`src/rtl/ws2812_stream_driver.sv`:
```
// WS2812-style serial LED driver with a small pixel FIFO, configurable pixel width and bit timing.
// Optional build macro WS2812_AUTO_LATCH_EN: an underrun after a non-latch pixel enters the latch period.
module ws2812_stream_driver #(
  parameter int CLOCK_MHZ      = 64,
  parameter int BITS_PER_PIXEL = 24,
  parameter int FIFO_DEPTH     = 4,
  parameter int T0H_NS         = 400,
  parameter int T1H_NS         = 800,
  parameter int PERIOD_NS      = 1250,
  parameter int RESET_NS       = 325000,
  localparam int LVL_W         = $clog2(FIFO_DEPTH) + 1
) (
  input  logic                      clk,
  input  logic                      rst_n,
  input  logic [BITS_PER_PIXEL-1:0] data_in,
  input  logic                      latch_in,
  input  logic                      valid,
  output logic                      ready,
  output logic [LVL_W-1:0]          fifo_level,
  output logic                      busy,
  output logic                      led
);

  localparam int CYC_PERIOD = (CLOCK_MHZ * PERIOD_NS + 500) / 1000;
  localparam int CYC_T0H    = (CLOCK_MHZ * T0H_NS + 500) / 1000;
  localparam int CYC_T1H    = (CLOCK_MHZ * T1H_NS + 500) / 1000;
  localparam int CYC_RESET  = (CLOCK_MHZ * RESET_NS + 500) / 1000;
  localparam int CNT_W      = $clog2(CYC_RESET + 1);
  localparam int PTR_W      = (FIFO_DEPTH > 1) ? $clog2(FIFO_DEPTH) : 1;
  localparam int BIT_W      = $clog2(BITS_PER_PIXEL);
  localparam int ENT_W      = BITS_PER_PIXEL + 1;

  localparam logic [CNT_W-1:0] PERIOD_LAST = CNT_W'(CYC_PERIOD - 1);
  localparam logic [CNT_W-1:0] RESET_LAST  = CNT_W'(CYC_RESET - 1);
  localparam logic [CNT_W-1:0] T0H_LEN     = CNT_W'(CYC_T0H);
  localparam logic [CNT_W-1:0] T1H_LEN     = CNT_W'(CYC_T1H);
  localparam logic [BIT_W-1:0] BIT_LAST    = BIT_W'(BITS_PER_PIXEL - 1);
  localparam logic [LVL_W-1:0] LVL_FULL    = LVL_W'(FIFO_DEPTH);

  localparam logic [1:0] ST_IDLE  = 2'd0;
  localparam logic [1:0] ST_SEND  = 2'd1;
  localparam logic [1:0] ST_LATCH = 2'd2;

  if (CYC_T1H >= CYC_PERIOD || (BITS_PER_PIXEL != 24 && BITS_PER_PIXEL != 32)) begin : g_bad_cfg
    $error("ws2812_stream_driver: T1H must be shorter than the bit period and pixel width 24 or 32");
  end

  // Pixel FIFO: entry is {latch flag, pixel data}
  logic [ENT_W-1:0] mem_q [FIFO_DEPTH];
  logic [PTR_W-1:0] wr_ptr_q, wr_ptr_d, rd_ptr_q, rd_ptr_d;
  logic [LVL_W-1:0] level_q, level_d;
  logic             full, empty, push, pop;
  logic [ENT_W-1:0] rd_data;

  assign full    = (level_q == LVL_FULL);
  assign empty   = (level_q == '0);
  assign push    = valid && !full;
  assign rd_data = mem_q[rd_ptr_q];

  always_ff @(posedge clk) begin
    if (push) begin
      mem_q[wr_ptr_q] <= {latch_in, data_in};
    end
  end

  always_comb begin
    wr_ptr_d = push ? wr_ptr_q + PTR_W'(1) : wr_ptr_q;
    rd_ptr_d = pop  ? rd_ptr_q + PTR_W'(1) : rd_ptr_q;
    level_d  = level_q;
    case ({push, pop})
      2'b10:   level_d = level_q + LVL_W'(1);
      2'b01:   level_d = level_q - LVL_W'(1);
      default: level_d = level_q;
    endcase
  end

  // Serializer state
  logic [1:0]                state_q, state_d;
  logic [CNT_W-1:0]          time_q, time_d;
  logic [BIT_W-1:0]          bit_q, bit_d;
  logic [BITS_PER_PIXEL-1:0] shift_q, shift_d;
  logic                      latch_q, latch_d;
  logic                      led_q, led_d;
  logic                      load;
  logic [CNT_W-1:0]          hi_len;

  always_comb begin
    state_d = state_q;
    time_d  = time_q;
    bit_d   = bit_q;
    shift_d = shift_q;
    latch_d = latch_q;
    load    = 1'b0;
    case (state_q)
      ST_IDLE: begin
        load = !empty;
      end
      ST_SEND: begin
        if (time_q == PERIOD_LAST) begin
          time_d = '0;
          if (bit_q != '0) begin
            bit_d   = bit_q - BIT_W'(1);
            shift_d = {shift_q[BITS_PER_PIXEL-2:0], 1'b0};
          end else if (latch_q) begin
            state_d = ST_LATCH;
          end else if (!empty) begin
            // Chain straight into the next pixel so no extra low cycles appear.
            load = 1'b1;
          end else begin
`ifdef WS2812_AUTO_LATCH_EN
            state_d = ST_LATCH;
`else
            state_d = ST_IDLE;
`endif
          end
        end else begin
          time_d = time_q + CNT_W'(1);
        end
      end
      ST_LATCH: begin
        if (time_q == RESET_LAST) begin
          state_d = ST_IDLE;
          time_d  = '0;
        end else begin
          time_d = time_q + CNT_W'(1);
        end
      end
      default: begin
        state_d = ST_LATCH;
        time_d  = '0;
      end
    endcase
    if (load) begin
      state_d = ST_SEND;
      shift_d = rd_data[BITS_PER_PIXEL-1:0];
      latch_d = rd_data[BITS_PER_PIXEL];
      bit_d   = BIT_LAST;
      time_d  = '0;
    end
    pop = load;
  end

  // led follows the counter by one register stage, so SEND entry shows led high one cycle later.
  assign hi_len = shift_q[BITS_PER_PIXEL-1] ? T1H_LEN : T0H_LEN;
  assign led_d  = (state_q == ST_SEND) && (time_q < hi_len);

  always_ff @(posedge clk or negedge rst_n) begin
    if (!rst_n) begin
      wr_ptr_q <= '0;
      rd_ptr_q <= '0;
      level_q  <= '0;
      state_q  <= ST_LATCH;
      time_q   <= '0;
      bit_q    <= '0;
      shift_q  <= '0;
      latch_q  <= 1'b0;
      led_q    <= 1'b0;
    end else begin
      wr_ptr_q <= wr_ptr_d;
      rd_ptr_q <= rd_ptr_d;
      level_q  <= level_d;
      state_q  <= state_d;
      time_q   <= time_d;
      bit_q    <= bit_d;
      shift_q  <= shift_d;
      latch_q  <= latch_d;
      led_q    <= led_d;
    end
  end

  assign ready      = !full;
  assign fifo_level = level_q;
  assign busy       = (state_q != ST_IDLE) || !empty;
  assign led        = led_q;

endmodule

```
`config.mk`:
```
export PLATFORM = sky130hd
export DESIGN_NAME = ws2812_stream_driver
export DESIGN_NICKNAME = d
export VERILOG_FILES = /design/src/rtl/ws2812_stream_driver.sv
export SDC_FILE = /design/constraint.sdc
export NUM_CORES = 1
export LEC_CHECK = 0
export ABC_AREA = 0
export ABC_CLOCK_PERIOD_IN_PS = 4000
export BUFFER_PORTS_ARGS = -buffer_cell sky130_fd_sc_hd__buf_2
export CAP_MARGIN = 0
export CELL_PAD_IN_SITES_DETAIL_PLACEMENT = 0
export CELL_PAD_IN_SITES_GLOBAL_PLACEMENT = 1
export CORE_ASPECT_RATIO = 0.75
export CORE_MARGIN = 2
export CORE_UTILIZATION = 25
export CTS_CLUSTER_DIAMETER = 200
export DETAILED_ROUTE_END_ITERATION = 6
export PLACE_DENSITY = 0.5
export SETUP_SLACK_MARGIN = 0.2
export SLEW_MARGIN = 0
export SYNTH_ARGS = -nofsm -noshare
export SYNTH_HDL_FRONTEND = slang
export SYNTH_SLANG_ARGS = --single-unit
```
`constraint.sdc`:
```
create_clock -name clk -period 4 [get_ports clk]
set_input_delay 1 -clock clk [delete_from_list [all_inputs] [get_ports clk]]
set_output_delay 1 -clock clk [all_outputs]
set_load 0.01 [all_outputs]
```
# Yosys cells after proc, flatten, opt, wreduce, memory -nomap -nowiden
# Memory sizes are Yosys's and may differ from the RTL's.
# Index checks and enable logic that the tools add are counted.
# totals
output_inout_bits,6
input_bits,28
mem_bits_rw,100
mem_count,1
register_bits,55
# mem_list
name,depth,word_bits,read_ports,rd_ports_with_merged_regs,wr,line_no,rtl
mem_q,4,25,1,0,1,49,logic [ENT_W-1:0] mem_q [FIFO_DEPTH];
# op_classes
eq_ne,12
n_mux,28
reduce_logical,15
addsub,6
magnitude_cmp,1
# ops
operator,n
two-way mux 24 bit,4
two-way mux 15 bit,3
case mux 15 bit (3 select lines),1
two-way mux 5 bit,4
adder 15 x 1 -> 15 bit (second input constant),1
== test 15 bit (second input constant),1
== test 15 x 7 -> 1 bit (second input constant),1
less-than comparator 15 x 6 -> 1 bit,1
two-way mux 2 bit,6
nonzero test 2 bit,5
!= test 3 bit (second input constant),3
two-way mux 1 bit,6
two-way mux 6 bit,1
case mux 2 bit (3 select lines),1
case mux 3 bit (2 select lines),1
AND reduction 5 bit,1
nonzero test 5 bit,1
subtractor 5 x 1 -> 5 bit (second input constant),1
adder 2 x 1 -> 2 bit (second input constant),2
== test 2 x 1 -> 1 bit (second input constant),2
== test 2 bit (second input constant),2
!= test 4 bit (second input constant),1
adder 3 x 1 -> 3 bit (second input constant),1
== test 3 bit (second input constant),1
9 further kinds,11

# Logic depth before layout (Yosys ltp)
# logic_depth
depth_word,8
ltp_mapped,13
depth_no_buf,12

# Least setup slack after synthesis
# No wires, ideal clock.
# synth_path
kind,reg2reg
from,register bit_q[0]
to,register level_q[2] (netlist: fifo_level[2])
stages_incl_launch_ff,14
path_slack_ns,0.899
arrival_ns,3.022
n_path_buf,1
period_less_slack_ns,3.101
setup_time_ns,0.079
required_ns,3.921
cell_sequence,dfrtp_1 > inv_1 > ha_1 > or4b_2 > nor4b_1 > a21oi_1 > clkinv_1 > buf_2 > ha_1 > inv_1 > fa_1 > xor2_1 > nor2_1 > xor2_1
# synth_via
elab_chain_cells,6
word_cells_on_any_way,8
classes_between,2 x eq/ne; 4 x mux; 2 x reduce/logical
# synth_lines
element,line_no,rtl
"start, declared",80,"logic [BIT_W-1:0] bit_q, bit_d;"
"start signal, assigned",164,bit_q <= bit_d;
nonzero test 5 bit *,101,if (bit_q != '0) begin
two-way mux 1 bit *,101,
two-way mux 1 bit *,99,if (time_q == PERIOD_LAST) begin
case mux 1 bit (2 select lines) *,94,case (state_q)
== test 2 x 1 -> 1 bit or == test 2 bit (tied branches),70,"case ({push, pop})"
case mux 3 bit (2 select lines) or nonzero test 2 bit (tied branches),n/a,
"end signal, assigned",161,level_q <= level_d;
"end, declared",51,"logic [LVL_W-1:0] level_q, level_d;"
# Every way passes the cells marked *; elsewhere a longest branch is shown, timed or not.
# A chain may end at the register's enable or synchronous reset.

# Final worst setup path
# Same ends and word-level chain as after synthesis.

==> results by group <==
Floorplan
  • Initial Util: 0.252
  • Core box area: approximately 0.026 mm2
  • Die Span X: roughly 190 um
  • Vert. Die Dim: roughly 140 um
  • # IOs: 34
  • Die Area: approximately 0.027 mm2
  • Row count: a little over 50

Logic synthesis
  • Post-synthesis sequential area ratio: 0.675
  • Mapped Nets: slightly below 500
  • Syn Area/Cell: ~14 um2
  • Post-synthesis mux area share: 0.0868
  • Synthesized area: 0.00649 mm2
  • Post-Synth Adder-Cell Area: 0.0282
  • Top cells by area, synth: edfxtp_1, dfrtp_1, mux4_2
  • Share of the synthesized area in the top cell type: 0.463
  • Post-synth ARST share: 0.355
  • Main combinational cell family by area after synthesis: simple AND/OR/NAND/NOR gates
  • Primary FF master, synth: edfxtp_1
  • Synthesized flop and latch total: approximately 160
  • EDFF count, synth: 100
  • Post-Synth Simple-Gate Area: 0.127
  • XOR/XNOR share of the synthesized area: 0.0270
  • Post-synthesis compound-gate area fraction: 0.0380
  • Synthesized instance count: between 400 and 500
  • Number of distinct library cells after synthesis: 50
  • Synth area leader: edfxtp_1
  • Yosys warns: 0

Power and ir drop
  • Peak supply drop: 0.333 mV
  • Switching Fraction: 0.328
  • Clock share of power: 0.295
  • Combinational share of power: 0.264
  • NetSw: ~1.8 mW
  • Lkg Pwr: between 2 and 3 nW
  • Seq pwr share: 0.441
  • Power Internal: roughly 3.7 mW
  • Power Dens Cells: a little over 700 mW/mm2

Job
  • Max cap viols: 0

Setup path
  • Critical path launch point type: register
  • Crit Path Class: register to register
  • Worst Path Required: approximately 4400 ps
  • Crit path from: bit_q[0]
  • R2R Path Start: bit_q[0]
  • Critical Path AT: between 3000 and 4000 ps
  • CP Max Fanout: 6
  • Kind of end point of the critical path: register

STA
  • Max frequency: 320 MHz
  • Slew Limit Fails: 0
  • Fin crit period: approximately 3100 ps
  • RSZ-0062 raised after global routing: false
  • Hold Fails Final Rpt: 0
  • Measured slew at the worst slew-check pin: between 900 and 1000 ps
  • Rel. slew slack: 0.336
  • Fin Clk Skew: about 11 ps
  • Final setup viols: 0
  • Tcrit/Tclk final: 0.782
  • Final setup TNS: 0 ps

Placed design
  • Dpl hpwl: around 8500 um
  • Placed cell areas: ~0.007 mm2
  • PortBufs: 33
  • GPL Wtd Cong: 0.784

Route
  • Routed len/inst: between 15 and 20 um
  • Starting DRT DRC Count: about 230
  • Initial DRT Pass Iterations: 6
  • DRC errors left: 0
  • Via Count: between 3000 and 4000
  • DRT antenna net count: 0
  • DR vias/cell: roughly 4.3
  • Final wirelength: roughly 14000 um

Hold path
  • Hold Crit Start: shift_q[8]
  • Worst Hold Class: register to register

Global route
  • Gr ovfl total: 0
  • Number of global-route vias before repair: between 3000 and 4000
  • Gr usage total: 0.110
  • Initial antenna violation count: 0
  • Global-route wire length before repair: ~22000 um
  • Largest net degree at the start of global routing: 45

Finish
  • Final Net Count: about 530
  • Ratio of cells with drive above 1 in the final layout: 0.215
  • Storage cell area: about 0.0044 mm2
  • Diode count: 0
  • Post-route design area: approximately 0.0077 mm2
  • Area Growth Syn to Fin: 18.4%
  • Multi-input gate area: about 0.002 mm2
  • Fillers: 2554

Clock tree
  • Clock transition at path regs: about 70 ps
  • CTS HTree Levels: 4
  • # clock sinks: 155
  • TritonCTS clock tree: built
  • Hold Buf Count CTS: 0
  • Post-cts sizing count: 0
  • Setup Fix Bufs, Post-CTS: 0
  • Root buffer cell: clkbuf_16
  • CTS Buffer Depth: 2
  • CTS Buf Count: 17
  • Worst skew pair latency: about 430 ps

Status
  • Status: finished clean
==> worst max-delay path, cell delays in order, from the launching register on <==
cell      delay (ps)
dfrtp_1          410
inv_1             90
ha_1             150
or4b_2           660
nor4b_1          530
a21oi_4          110
clkinv_1          80
ha_1             170
inv_1             60
fa_1             370
xor2_1           150
nor2_1           110
xor2_1           150
==> cell families (layout without fill, tap and decap cells) <==
kind of cell / Yosys count / in the layout
and+or+nand+nor: 166 / 166
xor gates and xnor gates: 20 / 20
muxes: 25 / 25
DFF: 155 / 155
adders and majority gates: 14 / 14
buffers and inverters: 30 / 84
AOI/OAI and AO/OA: 38 / 38
==> cells in the mapped netlist, types with 2 or more instances <==
cell / n
nand2b_1: 2
edfxtp_1: 100
nor2_1: 40
nand3_1: 15
a21oi_1: 4
buf_1: 2
dfrtp_1: 54
xor2_1: 9
and3_1: 14
nor3_1: 18
nand2_1: 55
clkbuf_1: 10
buf_2: 4
a21o_1: 3
o21ai_0: 8
nor4b_1: 4
nand4_1: 2
ha_1: 13
a31oi_1: 13
mux4_2: 25
xnor2_1: 11
inv_1: 13
or3_1: 2
==> power groups by stage <==
stage | Clock [mW] | Sequential, mW | Combinational (mW)
after floorplan | 0 | 2.28 | 1.15
after global placement | 0 | 2.45 | 1.47
after detailed placement | 0 | 2.47 | 1.49
after CTS | 1.68 | 2.44 | 1.49
after global routing | 1.75 | 2.48 | 1.63
final | 1.62 | 2.42 | 1.45
==> layer usage <==
metal / up-vias / share of wire / GRT usage
met4: 0 / 0.012 / 0.0339
li1: 1749 / - / -
met2: 48 / 0.48 / 0.181
met3: 12 / 0.036 / 0.0347
met1: 1846 / 0.47 / 0.139
met5: - / 0 / 0
==> final timing paths <==
| check | to | slack (ps) | depth (start not counted) |
|---|---|---|---|
| setup / recovery | fifo_level[2] | 870 | 12 |
| hold / removal | shift_q[8] | 480 | 2 |
| setup reg to reg | fifo_level[2] | 870 | 12 |
| hold reg to reg | shift_q[8] | 480 | 2 |
| max in group asynchronous | state_q[1] | 2750 | 2 |
| min in group asynchronous | fifo_level[1] | 590 | 1 |
==> cell usage in the layout, fill, tap and decap left out, types with 2 or more instances in the layout <==
cell type and n:
nor3_1 18, nand2_1 55, a31oi_1 13, ha_1 13
and3_2 4, bufinv_16 2, inv_6 3, a21o_1 3
a21oi_1 3, nand3_1 15, mux4_2 25, nor2_1 40
buf_2 33, and3_1 10, nor4b_1 4, dfrtp_1 53
xor2_1 9, o21ai_0 8, clkinv_1 2, nand2b_1 2
clkinv_2 2, inv_1 13, clkbuf_16 17, nand4_1 2
inv_8 4, edfxtp_1 100, buf_4 5, or3_1 2
xnor2_1 11
==> metrics by stage <==
step	hold WS [ps]	worst slack, ps	cells	util	total power [mW]
finish	483	871	846	0.299	5.50
global route	514	717	846	0.299	5.87
CTS	493	859	846	0.299	5.61
detailed placement	478	863	815	0.276	3.96
global placement	463	976	815	0.276	3.92
floorplan	449	899	448	-	3.43
==> cell type report <==
class	count	area share
Clock buffer	17	0.0554
Timing Repair Buffer	39	0.0290
Tap cell	344	0.0561
Inverter	14	0.00684
Clock inverter	14	0.0210
Multi-Input combinational cell	263	0.261
Sequential cell	155	0.571
==> state kept, by name, summed over array words and instances (netlist names) <==
signal / flops
fifo_level: 3
time_q: 15
shift_q: 24
mem_q: 100
led: 1
state_q: 2
wr_ptr_q: 2
latch_q: 1
bit_q: 5
rd_ptr_q: 2
Note: power is estimated with default switching activity, not from simulation.
